File: src/rtl/wb_write_queue_if.sv
`default_nettype none
// ============================================================================
// Module      : wb_write_queue_if
// Description : Bundle of the write-queue handshake, register-file write port
//               and forwarding snoop signals.
//               master : datapath / register-file side (drives requests,
//                        read addresses and drain permission)
//               slave  : the write queue itself
// Revision    : 1.0 - initial release
// ============================================================================
interface wb_write_queue_if #(
  parameter int bit_size = 32,
  parameter int PTR_W    = 2
);
  logic                enq_valid;
  logic                enq_ready;
  logic [4:0]          enq_addr;
  logic [bit_size-1:0] enq_data;
  logic                drain_en;
  logic                RegWrite;
  logic [4:0]          Write_addr;
  logic [bit_size-1:0] Write_data;
  logic [4:0]          Read_addr_1;
  logic [4:0]          Read_addr_2;
  logic                fwd_hit_1;
  logic [bit_size-1:0] fwd_data_1;
  logic                fwd_hit_2;
  logic [bit_size-1:0] fwd_data_2;
  logic [PTR_W:0]      count;
  logic                empty;

  modport master (
    output enq_valid, enq_addr, enq_data, drain_en, Read_addr_1, Read_addr_2,
    input  enq_ready, RegWrite, Write_addr, Write_data,
           fwd_hit_1, fwd_data_1, fwd_hit_2, fwd_data_2, count, empty
  );

  modport slave (
    input  enq_valid, enq_addr, enq_data, drain_en, Read_addr_1, Read_addr_2,
    output enq_ready, RegWrite, Write_addr, Write_data,
           fwd_hit_1, fwd_data_1, fwd_hit_2, fwd_data_2, count, empty
  );
endinterface
`default_nettype wire

File: src/rtl/wb_write_queue.sv
`default_nettype none
// ============================================================================
// Module      : wb_write_queue
// Description : Writeback FIFO in front of the 32-entry register file write
//               port. Buffers requests, drains one per cycle through a
//               registered output stage (RegWrite/Write_addr/Write_data) and
//               forwards pending data to the two snooped read addresses.
// Ports       : clk, rst (async, active-high)
//               bus (wb_write_queue_if.slave): enq_* request handshake,
//               drain_en, register-file write port, Read_addr_*/fwd_* snoop,
//               count, empty.
// Options     : WBQ_COALESCE_EN - a request to the same address as the
//               youngest queued entry overwrites that entry's data.
// Revision    : 1.0 - initial release
// ============================================================================
module wb_write_queue #(
  parameter int bit_size = 32,
  parameter int DEPTH    = 4,
  parameter int PTR_W    = 2
) (
  input  wire logic          clk,
  input  wire logic          rst,
  wb_write_queue_if.slave    bus
);

  localparam logic [PTR_W:0]   c_full     = DEPTH[PTR_W:0];
  localparam logic [PTR_W:0]   c_cnt_one  = {{PTR_W{1'b0}}, 1'b1};
  localparam logic [PTR_W-1:0] c_ptr_one  = {{(PTR_W-1){1'b0}}, 1'b1};

  logic [4:0]          mem_addr_q [DEPTH];
  logic [bit_size-1:0] mem_data_q [DEPTH];
  logic [PTR_W-1:0]    head_q, head_d;
  logic [PTR_W-1:0]    tail_q, tail_d;
  logic [PTR_W:0]      count_q, count_d;
  logic                regwrite_q;
  logic [4:0]          waddr_q;
  logic [bit_size-1:0] wdata_q;

  logic                w_enq_ready;
  logic                w_push;
  logic                w_pop;
  logic                w_merge;
  logic                w_alloc;
  logic [PTR_W-1:0]    w_young;

  assign w_enq_ready = (count_q != c_full);
  // Address 0 completes the handshake but is dropped on the floor.
  assign w_push      = bus.enq_valid && w_enq_ready && (bus.enq_addr != 5'd0);
  assign w_pop       = bus.drain_en && (count_q != '0);
  assign w_young     = tail_q - c_ptr_one;

`ifdef WBQ_COALESCE_EN
  // Merge into the youngest entry unless that entry is leaving this edge.
  assign w_merge = w_push && (count_q != '0) &&
                   (mem_addr_q[w_young] == bus.enq_addr) &&
                   !(w_pop && (count_q == c_cnt_one));
`else
  assign w_merge = 1'b0;
`endif

  assign w_alloc = w_push && !w_merge;

  always_comb begin
    head_d  = w_pop   ? head_q + c_ptr_one : head_q;
    tail_d  = w_alloc ? tail_q + c_ptr_one : tail_q;
    count_d = count_q + (w_alloc ? c_cnt_one : '0) - (w_pop ? c_cnt_one : '0);
  end

  always_ff @(posedge clk or posedge rst) begin
    if (rst) begin
      head_q     <= '0;
      tail_q     <= '0;
      count_q    <= '0;
      regwrite_q <= 1'b0;
      waddr_q    <= '0;
      wdata_q    <= '0;
      for (int i = 0; i < DEPTH; i++) begin
        mem_addr_q[i] <= '0;
        mem_data_q[i] <= '0;
      end
    end else begin
      head_q     <= head_d;
      tail_q     <= tail_d;
      count_q    <= count_d;
      regwrite_q <= w_pop;
      if (w_pop) begin
        waddr_q <= mem_addr_q[head_q];
        wdata_q <= mem_data_q[head_q];
      end
      if (w_alloc) begin
        mem_addr_q[tail_q] <= bus.enq_addr;
        mem_data_q[tail_q] <= bus.enq_data;
      end
      if (w_merge) begin
        mem_data_q[w_young] <= bus.enq_data;
      end
    end
  end

  // Youngest-match search: start with the output stage (lowest priority),
  // then walk the queue oldest to newest so later matches override earlier.
  function automatic logic [bit_size:0] lookup(input logic [4:0] ra);
    logic                hit;
    logic [bit_size-1:0] data;
    logic [PTR_W-1:0]    idx;
    hit  = 1'b0;
    data = '0;
    idx  = '0;
    if (ra != 5'd0) begin
      if (regwrite_q && (waddr_q == ra)) begin
        hit  = 1'b1;
        data = wdata_q;
      end
      for (int i = 0; i < DEPTH; i++) begin
        idx = head_q + PTR_W'(i);
        if (((PTR_W+1)'(i) < count_q) && (mem_addr_q[idx] == ra)) begin
          hit  = 1'b1;
          data = mem_data_q[idx];
        end
      end
    end
    return {hit, data};
  endfunction

  always_comb begin
    {bus.fwd_hit_1, bus.fwd_data_1} = lookup(bus.Read_addr_1);
    {bus.fwd_hit_2, bus.fwd_data_2} = lookup(bus.Read_addr_2);
  end

  assign bus.enq_ready  = w_enq_ready;
  assign bus.RegWrite   = regwrite_q;
  assign bus.Write_addr = waddr_q;
  assign bus.Write_data = wdata_q;
  assign bus.count      = count_q;
  assign bus.empty      = (count_q == '0) && !regwrite_q;

endmodule
`default_nettype wire

File: src/flat_wrapper.sv
// flat-port wrapper written by rule: the top's interface ports become plain ports
module wb_write_queue_flat 
#(
  parameter int bit_size = 32,
  parameter int DEPTH    = 4,
  parameter int PTR_W    = 2
)
  (clk, rst, bus_enq_valid, bus_enq_addr, bus_enq_data, bus_drain_en, bus_Read_addr_1, bus_Read_addr_2, bus_enq_ready, bus_RegWrite, bus_Write_addr, bus_Write_data, bus_fwd_hit_1, bus_fwd_data_1, bus_fwd_hit_2, bus_fwd_data_2, bus_count, bus_empty);
  wb_write_queue_if #(.bit_size(bit_size), .PTR_W(PTR_W)) bus_i ();
  input  wire logic clk;
  input  wire logic rst;
  input wire logic [$bits(bus_i.enq_valid)-1:0] bus_enq_valid;
  input wire logic [$bits(bus_i.enq_addr)-1:0] bus_enq_addr;
  input wire logic [$bits(bus_i.enq_data)-1:0] bus_enq_data;
  input wire logic [$bits(bus_i.drain_en)-1:0] bus_drain_en;
  input wire logic [$bits(bus_i.Read_addr_1)-1:0] bus_Read_addr_1;
  input wire logic [$bits(bus_i.Read_addr_2)-1:0] bus_Read_addr_2;
  output wire logic [$bits(bus_i.enq_ready)-1:0] bus_enq_ready;
  output wire logic [$bits(bus_i.RegWrite)-1:0] bus_RegWrite;
  output wire logic [$bits(bus_i.Write_addr)-1:0] bus_Write_addr;
  output wire logic [$bits(bus_i.Write_data)-1:0] bus_Write_data;
  output wire logic [$bits(bus_i.fwd_hit_1)-1:0] bus_fwd_hit_1;
  output wire logic [$bits(bus_i.fwd_data_1)-1:0] bus_fwd_data_1;
  output wire logic [$bits(bus_i.fwd_hit_2)-1:0] bus_fwd_hit_2;
  output wire logic [$bits(bus_i.fwd_data_2)-1:0] bus_fwd_data_2;
  output wire logic [$bits(bus_i.count)-1:0] bus_count;
  output wire logic [$bits(bus_i.empty)-1:0] bus_empty;
  assign bus_i.enq_valid = bus_enq_valid;
  assign bus_i.enq_addr = bus_enq_addr;
  assign bus_i.enq_data = bus_enq_data;
  assign bus_i.drain_en = bus_drain_en;
  assign bus_i.Read_addr_1 = bus_Read_addr_1;
  assign bus_i.Read_addr_2 = bus_Read_addr_2;
  assign bus_enq_ready = bus_i.enq_ready;
  assign bus_RegWrite = bus_i.RegWrite;
  assign bus_Write_addr = bus_i.Write_addr;
  assign bus_Write_data = bus_i.Write_data;
  assign bus_fwd_hit_1 = bus_i.fwd_hit_1;
  assign bus_fwd_data_1 = bus_i.fwd_data_1;
  assign bus_fwd_hit_2 = bus_i.fwd_hit_2;
  assign bus_fwd_data_2 = bus_i.fwd_data_2;
  assign bus_count = bus_i.count;
  assign bus_empty = bus_i.empty;
  wb_write_queue #(.bit_size(bit_size), .DEPTH(DEPTH), .PTR_W(PTR_W)) u_core (.clk(clk), .rst(rst), .bus(bus_i));
endmodule
File: config.mk
export PLATFORM = sky130hd
export DESIGN_NAME = wb_write_queue_flat
export DESIGN_NICKNAME = d
export VERILOG_FILES = /design/src/rtl/wb_write_queue_if.sv /design/src/rtl/wb_write_queue.sv /design/src/flat_wrapper.sv
export SDC_FILE = /design/constraint.sdc
export NUM_CORES = 1
export LEC_CHECK = 0
export ABC_AREA = 1
export CAP_MARGIN = 20
export CORE_MARGIN = 5
export CORE_UTILIZATION = 25
export DETAILED_ROUTE_END_ITERATION = 16
export GPL_TIMING_DRIVEN = 0
export SLEW_MARGIN = 20
export SYNTH_ARGS = -nofsm -noshare
export SYNTH_HDL_FRONTEND = slang
export SYNTH_SLANG_ARGS = --single-unit
File: constraint.sdc
create_clock -name clk -period 14.79 [get_ports clk]
set_input_delay 3.6975 -clock clk [delete_from_list [all_inputs] [get_ports clk]]
set_output_delay 3.6975 -clock clk [all_outputs]
set_load 0.01 [all_outputs]
* Word-level counts from Yosys, hierarchy flattened
Cells that the tools add are included.
W data, S select, Z words.
** Storage, ports and cells
- Memory bits (read-only) :: 0
- Memories :: 0
- Latch bits :: 0
- RAM bits :: 0
- Bits of input ports :: 51
- Flip-flop bits (word level) :: 193
- Output and inout port bits :: 109
** Operators by class
- Divide/modulo/power cells :: 0
- Eq/ne operators :: 11
- Muxes and demuxes :: 56
- Add/subtract/negate cells :: 6
- Bitwise gates (word level) :: 5
- Shift-type cells :: 0
- Reductions and logical operators :: 21
- $lt $le $gt $ge :: 10
- $mul :: 0
** Operator list (number)
- $mux W32 :: 21
- $bmux W32 S2 :: 4
- $bwmux W128 :: 1
- $demux W32 S2 :: 1
- $eq A5 B5 Y1 :: 10
- $mux W5 :: 9
- $bmux W5 S2 :: 4
- $bwmux W20 :: 1
- $ge A3 B3 Y1 const B :: 5
- $logic_and A1 B1 Y1 :: 15
- $not A2 Y3 :: 5
- $reduce_bool A5 Y1 :: 3
- $mux W1 :: 14
- $demux W5 S2 :: 1
- $lt A1 B3 Y1 const A :: 2
- $lt A2 B3 Y1 const A :: 2
- $add A2 B1 Y2 const B :: 2
- $add A2 B2 Y2 const B :: 2
- $add A3 B3 Y3 :: 1
- $logic_not A3 Y1 :: 1
- $lt A3 B1 Y1 const B :: 1
- $ne A3 B3 Y1 const B :: 1
- $reduce_bool A3 Y1 :: 1
- $sub A3 B3 Y3 :: 1
- $logic_not A1 Y1 :: 1

* Logic depth before layout (Yosys ltp)
- Depth in word-level cells :: 11
- Mapped depth :: 17
- Gate-level depth less buffers :: 14

* Worst setup path before layout
Ideal clock, no wire load.
- Path kind :: input-to-output
- From :: in bus_Read_addr_2[4]
- To :: out bus_fwd_data_2[21]
- Data required time :: 11092 ps
- Arrival :: 5101 ps
- Path slack :: 5992 ps
- Stages on the path :: 12
- Cells stage by stage :: clkbuf_1 inv_1 nand2_1 nand2_1 nor2_1 nand3_1 clkbuf_1 nor2_1 nand2_1 nand3_1 nand3_1 a21oi_1
** On the way
- Cells in the longest elaborated chain, start to end :: 8
- Elaborated cells on any way between the ends :: 17
- Classes of those cells :: 5 x eq/ne; 6 x mux; 6 x reduce/logical
** Ends and longest elaborated chain
- from (decl) :: RTL line flat_wrapper.sv:17 : input wire logic [$bits(bus_i.Read_addr_2)-1:0] bus_Read_addr_2;
- $eq A5 B5 Y1 :: RTL line wb_write_queue.sv:110 : if (regwrite_q && (waddr_q == ra)) begin
- $logic_and A1 B1 Y1 :: RTL line wb_write_queue.sv:110
- $mux W32 :: RTL line wb_write_queue.sv:110
- $mux W32 (4 in series) :: RTL line wb_write_queue.sv:116 : if (((PTR_W+1)'(i) < count_q) && (mem_addr_q[idx] == ra)) begin
- $mux W32 * :: RTL line wb_write_queue.sv:109 : if (ra != 5'd0) begin
- to (decl) :: RTL line flat_wrapper.sv:25 : output wire logic [$bits(bus_i.fwd_data_2)-1:0] bus_fwd_data_2;
Mark *: on every way between the ends. The rest lies on a longest branch, timed or not.

* Worst setup path after layout
- From :: in bus_Read_addr_2[0]
- To :: out bus_fwd_data_2[2]
The elaborated chain is that of the path after synthesis.

==> out/results.tsv <==
stage	metric	value	unit
critical_path	slowest_stage	clkdlybuf4s50_1	
route	antenna_left	0	
logic_synthesis	ys_seq_area_share	31.7	%
sta	hold_viol	0	
power	ir_worst_vdd	203	µV
floorplan	die_x	257	µm
sta	relSlewSlack	35.5	%
sta	max_freq	0.0926	GHz
sta	period_share	73.0	%
clocking	cts_buffers	17	
critical_path	ff2ff_path_depth	10	
logic_synthesis	synth-main-ff-cell	dfrtp_1	
sta	slew_viol_final	0	
power	p_per_area	262	nW/µm²
critical_path	crit_arrival	7.10	ns
clocking	clk_latency	0.51	ns
critical_path	critPathKind	in -> out	
critical_path	crit_buf_inv	4	
sta	fin_setup_tns	0	ns
logic_synthesis	synth_cells	2543	
sta	finalSetupViolCount	0	
grt	grt_max_degree	97	
grt	antenna_found_initial	1	
sta	fin_ws	3.99	ns
worst_hold_path	min_to	u_core.mem_data_q[94]$_DFFE_PP0P_	
clocking	ctsHoldBuffers	0	
critical_path	critPathMaxStageDelay	0.64	ns
critical_path	required	11.09	ns
critical_path	worstSetupStartpointType	input pin	
placement	place_congestion	0.954	
final_layout	fin_nets	2781	
clocking	numClockSinks	193	
route	drt-wirelength-per-cell	19.7	µm
placement	numPortBuffers	156	
floorplan	die_h	257	µm
clocking	cts_tree	done	
route	drc	0	
final_layout	antenna_cells	0	
placement	place.detailed.hpwl	52600	µm
logic_synthesis	yosys.area.top_type_share	31.7	%
critical_path	cp-end-kind	output pin	
logic_synthesis	yosysTopAreaCell	dfrtp_1	
sta	skew	0.0129	ns
critical_path	crit_chain	clkdlybuf4s50_1 -> clkinv_1 -> a21oi_1 -> nand3_1 -> clkbuf_1 -> nor2_1 -> nand2_1 -> nand3_1 -> nand3_1 -> a21oi_1 -> clkdlybuf4s50_1	
worst_hold_path	hp-class	reg -> reg	
grt	grt_pass1_wl	104000	µm
clocking	post_cts_buffers	0	
critical_path	crit_fanout	10	
floorplan	dieArea	66000	µm²
clocking	cts-resized-gates	0	
logic_synthesis	synth_edf_count	0	
logic_synthesis	synth_most_common_cell	nand2_1	
floorplan	ios	160	
logic_synthesis	ys_async_sr_fraction	100	%
placement	pre_cts_slack	4.09	ns
logic_synthesis	syn_area	15200	µm²
critical_path	crit_family	buffers and inverters	
route	dr.pass1.iters	6	
sta	min_period	10.80	ns
critical_path	rr_startpoint	u_core.bus.count[2]$_DFF_PP0_	
worst_hold_path	min_path_cells	1	
floorplan	core-area	60400	µm²
route	finalWirelength	69400	µm
logic_synthesis	synthTopCellsByCount	nand2_1 (785), o21ai_0 (431), nor2_1 (283)	
logic_synthesis	ys_top_cells_by_area	dfrtp_1 (32%), nand2_1 (19%), o21ai_0 (14%)	
logic_synthesis	synth-seq-cells	193	
route	via_per_inst	5.12	
clocking	cts_htree_levels	4	
job	drv_cap	0	
logic_synthesis	yosysUniqueCellTypes	37	
critical_path	timing.rr.end	u_core.bus.count[1]$_DFF_PP0_	
clocking	cts_root_buffer	clkbuf_16	
critical_path	r2r_slack	11.27	ns
power	power	0.00483	W
worst_hold_path	min_from	u_core.mem_data_q[94]$_DFFE_PP0P_	
status	status	complete, no violations	
clocking	cts.path.max_buffers	2	
logic_synthesis	synth_nets	2603	
grt	grt_usage	20.4	%
power	leakagePower	8.37	nW
floorplan	initial_core_util	25.2	%
clocking	clk_pin_slew_worst_paths	0.08	ns
logic_synthesis	syn_avg_cell_area	5.99	µm²
final_layout	area_growth	21.0	%
final_layout	fillers	6794	
floorplan	core.rowCount	90	
final_layout	drive_gt1_share	5.12	%
sta	rsz0062_at_grt	false	
route	drt_iter0_drc	2486	
logic_synthesis	ys_warn_count	0	
critical_path	crit_top_cell	nand3_1	
grt	grt_pass1_vias	16700	
grt	gr-total-overflow	0	
sta	tightest_slew	0.968	ns
route	dr_total_vias	18000	
[kinds of logic after synthesis]
| family | synth area share, % |
|---|---|
| AO/OA/AOI/OAI | 17.8 |
| XOR/XNOR | 0.920 |
| adder cells (fa/ha/maj) | 0.789 |
| buffers and inverters | 12.2 |
| flip-flops | 31.7 |
| multiplexers | 0.575 |
| AND/OR/NAND/NOR | 36.1 |
[worst reg2reg max path, cell delays in order, from the launching register on]
cell      delay [ns]
dfrtp_1         0.44
inv_1           0.11
nand3_1         0.12
nand2_1         0.25
inv_1           0.16
clkbuf_1        0.55
clkbuf_1        0.77
ha_1            0.38
inv_1           0.05
ha_1            0.16
fa_1            0.41
[flip-flops by register name, summed over array words and instances (netlist names)]
register and count:
u_core.bus.RegWrite 1, u_core.mem_addr_q 20, u_core.bus.count 3, u_core.tail_q 2
u_core.mem_data_q 128, u_core.bus.Write_data 32, u_core.bus.Write_addr 5, u_core.head_q 2
[cell type report]
| type | count | area (µm²) | area share [%] |
|---|---|---|---|
| repair buffers | 159 | 1630 | 8.85 |
| flip-flops and latches | 193 | 4830 | 26.2 |
| well taps | 782 | 978 | 5.31 |
| clock inverters | 12 | 133 | 0.719 |
| inverters | 273 | 1030 | 5.61 |
| clock buffers | 19 | 443 | 2.40 |
| plain buffers | 177 | 825 | 4.47 |
| multi-input cells | 1900 | 8560 | 46.4 |
[per-stage QoR]
stage                     hold WS (ns)  util, %  std cells  instance area (µm²)
after floorplan                  0.492        -       2543                15200
after CTS                        0.529     30.5       3515                18400
after detailed placement         0.512     29.6       3484                17900
after global placement           0.503     29.4       3481                17800
after global routing             0.556     30.5       3515                18400
final                            0.539     30.5       3515                18400
[how the worst max path moves through the flow]
stage | from | end | slack, ns | depth (start not counted)
2_1_floorplan | rst | u_core.bus.RegWrite$_DFF_PP0_ | 5.84 | 1
3_3_place_gp | rst | u_core.bus.count[1]$_DFF_PP0_ | 2.57 | 2
3_5_place_dp | bus_Read_addr_2[0] | bus_fwd_data_2[21] | 4.09 | 10
4_1_cts | bus_Read_addr_2[0] | bus_fwd_data_2[21] | 4.08 | 10
5_1_grt | bus_Read_addr_2[2] | bus_fwd_data_2[13] | 3.87 | 13
6_report | bus_Read_addr_2[0] | bus_fwd_data_2[2] | 3.99 | 11
[cell usage in the layout, fill, tap and decap left out, types with 3 or more instances in the layout]
cell	count
o21ai_1	25
buf_2	53
o22ai_1	6
buf_4	13
clkdlybuf4s50_1	156
ha_1	8
inv_2	3
or2_0	27
clkinvlp_4	3
a21oi_1	68
clkinv_2	3
o21ai_0	431
clkbuf_16	17
clkinv_1	4
nand3_1	144
nand4_1	70
mux2_2	6
nand2_1	785
inv_6	3
nor2_2	9
inv_1	264
buf_6	6
nor2_1	279
xor2_1	15
clkbuf_1	91
buf_1	15
nor3_1	4
dfrtp_1	193
or2_2	4
o21ai_2	3
[where the power goes]
part           switching (W)  internal, W  total [W]  leakage (nW)
registers           0.000172     0.000786   0.000958          2.37
logic                0.00231      0.00106    0.00337          5.72
clock network       0.000247     0.000253   0.000500         0.276
total                0.00273      0.00210    0.00483          8.37
[layer usage]
| metal | share of wire [%] | GRT usage, % |
|---|---|---|
| met2 | 43 | 30.8 |
| met4 | 3.1 | 6.77 |
| met1 | 41 | 27.3 |
| met5 | 0.019 | 0 |
| met3 | 13 | 7.08 |
(Power assumes the default switching activity.)
